### src/rtl/imm_gen_pipe.sv
// imm_gen_pipe: registered RISC-V immediate decoder (I/S/B/U/J) behind a 2-entry valid/ready output FIFO
module imm_gen_pipe #(
    parameter int XLEN = 32,
    parameter bit RV64 = 1'b0
) (
    input  logic            clk,
    input  logic            rst_n,
    input  logic            flush,
    input  logic            in_valid,
    output logic            in_ready,
    input  logic [31:0]     instr,
    output logic            out_valid,
    input  logic            out_ready,
    output logic [XLEN-1:0] imm,
    output logic [2:0]      fmt,
    output logic            unknown
);
    if (XLEN != 32 && XLEN != 64) begin : g_bad_xlen
        $error("imm_gen_pipe: XLEN must be 32 or 64");
    end
    logic [6:0]        op;
    logic              is_i, is_s, is_b, is_u, is_j, is_n;
    logic signed [31:0] s32;
    logic [XLEN-1:0]   d_imm;
    logic [2:0]        d_fmt;
    logic              d_unk;
    always_comb begin
        op    = instr[6:0];
        is_i  = op == 7'b0000011 || op == 7'b0010011 || op == 7'b1100111 || (RV64 && op == 7'b0011011);
        is_s  = op == 7'b0100011;
        is_b  = op == 7'b1100011;
        is_u  = op == 7'b0110111 || op == 7'b0010111;
        is_j  = op == 7'b1101111;
        is_n  = op == 7'b0110011 || op == 7'b0111011 || op == 7'b1110011 || op == 7'b0001111;
        s32   = is_i ? {{20{instr[31]}}, instr[31:20]}
              : is_s ? {{20{instr[31]}}, instr[31:25], instr[11:7]}
              : is_b ? {{20{instr[31]}}, instr[7], instr[30:25], instr[11:8], 1'b0}
              : is_u ? {instr[31:12], 12'b0}
              : is_j ? {{12{instr[31]}}, instr[19:12], instr[20], instr[30:21], 1'b0}
              : '0;
        d_fmt = is_i ? 3'd1 : is_s ? 3'd2 : is_b ? 3'd3 : is_u ? 3'd4 : is_j ? 3'd5 : 3'd0;
        d_unk = !(is_i || is_s || is_b || is_u || is_j || is_n);
        d_imm = XLEN'(s32);
    end
    logic [XLEN-1:0] imm_m [2];
    logic [2:0]      fmt_m [2];
    logic            unk_m [2];
    logic            wptr, rptr, push, pop;
    logic [1:0]      count;
    assign in_ready  = count != 2'd2;
    assign out_valid = count != 2'd0;
    assign push      = in_valid && in_ready && !flush;
    assign pop       = out_valid && out_ready && !flush;
    // storage needs no reset: every read is gated by out_valid
    always_ff @(posedge clk) begin
        if (push) begin
            imm_m[wptr] <= d_imm;
            fmt_m[wptr] <= d_fmt;
            unk_m[wptr] <= d_unk;
        end
    end
    always_ff @(posedge clk or negedge rst_n) begin
        if (!rst_n) begin
            count <= '0;
            wptr  <= 1'b0;
            rptr  <= 1'b0;
        end else if (flush) begin
            count <= '0;
            wptr  <= 1'b0;
            rptr  <= 1'b0;
        end else begin
            count <= count + {1'b0, push} - {1'b0, pop};
            if (push) wptr <= !wptr;
            if (pop)  rptr <= !rptr;
        end
    end
    assign imm     = out_valid ? imm_m[rptr] : '0;
    assign fmt     = out_valid ? fmt_m[rptr] : 3'd0;
    assign unknown = out_valid ? unk_m[rptr] : 1'b0;
endmodule

### config.mk
export PLATFORM = sky130hd
export DESIGN_NAME = imm_gen_pipe
export DESIGN_NICKNAME = d
export VERILOG_FILES = /design/src/rtl/imm_gen_pipe.sv
export SDC_FILE = /design/constraint.sdc
export NUM_CORES = 1
export LEC_CHECK = 0
export ABC_AREA = 1
export CAP_MARGIN = 30
export CORE_MARGIN = 2
export CORE_UTILIZATION = 30
export CTS_CLUSTER_DIAMETER = 100
export DETAILED_ROUTE_END_ITERATION = 10
export PLACE_DENSITY_LB_ADDON = 0.12
export SETUP_SLACK_MARGIN = 0.05
export SLEW_MARGIN = 25
export SYNTH_ARGS = -nofsm -noshare
export SYNTH_HDL_FRONTEND = slang
export SYNTH_SLANG_ARGS = --single-unit
### constraint.sdc
create_clock -name clk -period 5.8 [get_ports clk]
set_clock_uncertainty 0.1 [all_clocks]
set_input_delay 1.74 -clock clk [delete_from_list [all_inputs] [get_ports clk]]
set_output_delay 1.74 -clock clk [all_outputs]
set_load 0.1 [all_outputs]
Word-level counts from Yosys, hierarchy flattened

Memory sizes are Yosys's and may differ from the RTL's.
Cells that the tools add are included.

Bits in registers: 4
RAM bits: 72
Input bits: 37
Output and inout bits: 38
Word-level logic and storage cells: 63
Memories kept: 3

Memory list:

| name  | words | width | read ports | clocked after memory_dff | wr ports | line | RTL |
|---|---|---|---|---|---|---|---|
| imm_m | 2     | 32    | 1          | 0                        | 1        | 45   | `logic [XLEN-1:0] imm_m [2];` |
| fmt_m | 2     | 3     | 1          | 0                        | 1        | 46   | `logic [2:0] fmt_m [2];` |
| unk_m | 2     | 1     | 1          | 0                        | 1        | 47   | `logic unk_m [2];` |

Add/sub/neg operators: 2
Equal/unequal tests: 13
Muxes and demuxes: 20
Reduce and logical (&&, ||, !) cells: 22

Operator list:

| cell                                           | count |
|---|---|
| two-way mux 32 bit                             | 6 |
| == test 7 x 6 -> 1 bit (second input constant) | 4 |
| == test 7 bit (second input constant)          | 4 |
| two-way mux 3 bit                              | 6 |
| == test 7 x 5 -> 1 bit (second input constant) | 2 |
| logical OR 1 bit                               | 11 |
| == test 7 x 2 -> 1 bit (second input constant) | 1 |
| == test 7 x 4 -> 1 bit (second input constant) | 1 |
| two-way mux 1 bit                              | 7 |
| nonzero test 2 bit                             | 3 |
| logical AND 1 bit                              | 4 |
| zero test 1 bit                                | 4 |
| adder 2 x 1 -> 2 bit                           | 1 |
| two-way mux 2 bit                              | 1 |
| inequality test 2 bit (second input constant)  | 1 |
| subtractor 2 x 1 -> 2 bit                      | 1 |

Longest topological paths before layout

Depth in word-level cells: 9
Gate-level depth with buffers: 9
Gate-level depth less buffers: 9

Worst setup path after synthesis

No wires, ideal clock.

Kind: register to output
Start point: register rptr
End point: output port imm[0]
Arrival time: 2.426 ns
Slack: 1.534 ns
Cell stages (with the launch flop): 7
Path buffers: 3
Cell sequence: dfrtp_1 > buf_2 > inv_1 > buf_2 > buf_2 > nand2_1 > a21oi_1

Cells in the longest elaborated chain, start to end: 2

RTL lines:

| what                     | line | RTL |
|---|---|---|
| start: declaration       | 48   | `logic wptr, rptr, push, pop;` |
| start signal: assignment | 74   | `if (pop) rptr <= !rptr;` |
| memory (2 x 32 bit)      | -    |  |
| two-way mux 32 bit       | 77   | `assign imm = out_valid ? imm_m[rptr] : '0;` |
| end: declaration         | 14   | `output logic [XLEN-1:0] imm,` |

Every way passes these cells.

Worst setup path after layout

Start point: register rptr
End point: output port fmt[1]

Cells in the longest elaborated chain, start to end: 2

RTL lines:

| what               | line | RTL |
|---|---|---|
| memory (2 x 3 bit) | -    |  |
| two-way mux 3 bit  | 78   | `assign fmt = out_valid ? fmt_m[rptr] : 3'd0;` |
| end: declaration   | 15   | `output logic [2:0] fmt,` |

Every way passes these cells.

==> metrics.csv <==
metric;value;unit
hold path endpoint;wptr;
worst-path cell chain;inv_1, buf_4, nand2_1, a21oi_1, buf_4;
CTS tree;done;
Mapped Area;3530;um^2
quantity of I/O buffers inserted on ports;74;
CTS Buf Count;9;
Placer Congestion;0.756;
clock root buffer;clkbuf_16;
Peak Freq;0.259;GHz
CP Class;reg2out;
Hold Path Origin;wptr;
reg-to-reg slack, setup;3.74;ns
Die Ht;112;um
status;complete, no violations;
Critical R2R Launch;count[0];
DR vias/cell;4.48;
worst hold path type;reg2reg;
hold-critical path depth;1;
WP data arrival;2.03;ns
Design Power;1930;uW
minimum clock period;3.87;ns
Iteration-0 DRC Markers;134;
Post-CTS Setup Inserts;0;
post-synthesis cell count;358;
first-pass GRT wire length;13000;um
# rows;39;
Setup Viol. Count Final;0;
Lkg Pwr;0.00197;uW
maximum fanout along the worst path;27;
post-synthesis sequential area ratio;64.1;%
vias in the first global route;2507;
total number of vias;2601;
DPL Wire Length;5500;um
per-cell routed wire length;14.1;um
antenna-violating nets left;0;
Pwr Density;415;nW/um^2
GRT Util Overall;13.3;%
# diodes;0;
pin count of the biggest net entering global routing;37;
total gr overflow;0;
Worst-Margin Slew;0.973;ns
Setup TNS;0;ns
Seq cells post-synth;76;
H-tree Lvls;3;
CP Launch Type;register;
Max-slew headroom;34.9;%
Syn Nets;397;
Tcrit/Tclk final;66.7;%
most frequent CP cell;buf_4;
final net count;473;
setup ws final;1.93;ns
CTS-repair resized insts;0;
drt pass-1 iters;5;
max-slew violations;0;
RSZ-0062 raised after global routing;no;
Max stage delay cell, worst path;buf_4;
sequential standard cell area;2260;um^2
Std-Cell Core Area;11500;um^2
Req. time, crit path;3.96;ns
Die W;112;um
YS warnings;0;
# fillers;1128;
CTS Hold Bufs;0;
die area;12600;um^2
Worst setup startpoint;rptr;
Max Buffers Root-to-Sink;2;
post-synthesis cell type count;26;
Max IR drop VDD;0.000204;V
WHS;0.474;ns
DRC viols;0;
synthesized area per cell;9.85;um^2
Area Overhead vs Synth;31.6;%
initial core utilization;30.8;%
Final Util;40.5;%
initial antenna violation count;0;
Ports;75;
reg2reg end;imm_m[0][1];
footprint of the multi-input gates;1120;um^2
Final Hold Violating Endpoints;0;
slowest stage delay, CP;0.39;ns
worst setup slack after placement;1.96;ns
Reg2Reg Depth;5;
Max Cap Viol;0;
ratio of cells with drive above 1 in the final layout;18.9;%
Clk pin slew, worst setup/hold paths;0.05;ns
Clock Latency Late Sink;0.32;ns
Routed WL;8170;um
Sink Count;76;
critical path capture point type;output port;
-- through the flow --
stage / std cells / instance area (um^2)
floorplan: 358 / 3530
global placement: 564 / 4330
detailed placement: 566 / 4380
CTS: 581 / 4640
global route: 581 / 4640
finish: 581 / 4640
-- flip-flops by register name (all words and copies together), names as in the netlist --
| signal | flops |
|---|---|
| imm_m | 64 |
| count | 2 |
| rptr | 1 |
| unk_m | 2 |
| fmt_m | 6 |
| wptr | 1 |
-- metal layers --
layer  GRT usage, %  vias up  wire (um)
met2           21.8       55       4040
met1           17.9     1204       3740
met3           2.65        5        329
li1               -     1337          -
met4           4.15        0         58
met5              0        -          0
-- worst max-delay path: cells and delay by family (launching register included) --
kind | cells | cell delay (ns)
AO/OA/AOI/OAI | 1 | 0.22
buffers and inverters | 3 | 1.02
flip-flops | 1 | 0.37
AND/OR/NAND/NOR | 1 | 0.08
-- how the worst max path moves through the flow --
stage	end	depth (start not counted)	slack [ns]
6_report	fmt[1]	5	1.93
5_1_grt	imm[16]	5	1.77
4_1_cts	fmt[1]	5	1.88
3_5_place_dp	imm_m[0][20]	5	1.96
3_3_place_gp	imm_m[0][22]	4	1.71
2_1_floorplan	imm[0]	6	1.53
-- cells by family (layout without fill, tap and decap cells) --
family	after synthesis	count (layout)	share of synthesized area [%]
and+or+nand+nor	195	195	23.7
AOI/OAI and AO/OA	43	43	6.21
DFF	76	76	64.1
adders and majority gates	2	2	0.709
xor gates and xnor gates	2	2	0.497
buffers and inverters	40	120	4.75
-- area by class of cell --
cell class / instances / area share [%]
clock buffers: 9 / 4.85
clock inverters: 6 / 0.701
inverters: 26 / 2.10
multi-input cells: 242 / 24.1
flip-flops and latches: 76 / 48.7
well taps: 143 / 3.85
repair buffers: 79 / 15.7
-- layout by cell type, fill, tap and decap left out --
cell type,instances
nand4_1,4
o21ai_0,4
clkinvlp_4,1
clkbuf_16,9
edfxtp_1,72
nor2_1,26
nand2_2,13
nand2_4,1
ha_1,2
clkdlybuf4s50_1,38
a21oi_1,37
nor2_4,4
nand3_1,8
inv_1,22
buf_4,39
xnor2_1,1
xor2_1,1
nand2_1,134
nor2_8,1
nor2_2,2
nand3_2,2
buf_16,2
dfrtp_1,4
o22ai_1,1
inv_2,4
clkinv_2,5
a21boi_0,1
-- synthesized netlist by cell type (all sizes together) --
cell type  count  share of area (%)
ha             2               0.71
xor2           1               0.25
buf            8                1.3
inv           26                2.8
a21oi         37                5.3
nand3         10                1.7
dfrtp          4                2.8
a21boi         1               0.21
o21ai          4               0.57
clkbuf         6               0.64
nand2        148                 17
edfxtp        72                 61
nand4          4               0.71
xnor2          1               0.25
nor2          33                4.4
o22ai          1               0.18
-- power breakdown --
part           internal (uW)  switching (uW)  total (uW)
logic                    154             648         802
registers                635            11.6         647
clock network            282             195         477
No activity file was read; power rests on OpenSTA's default activity.
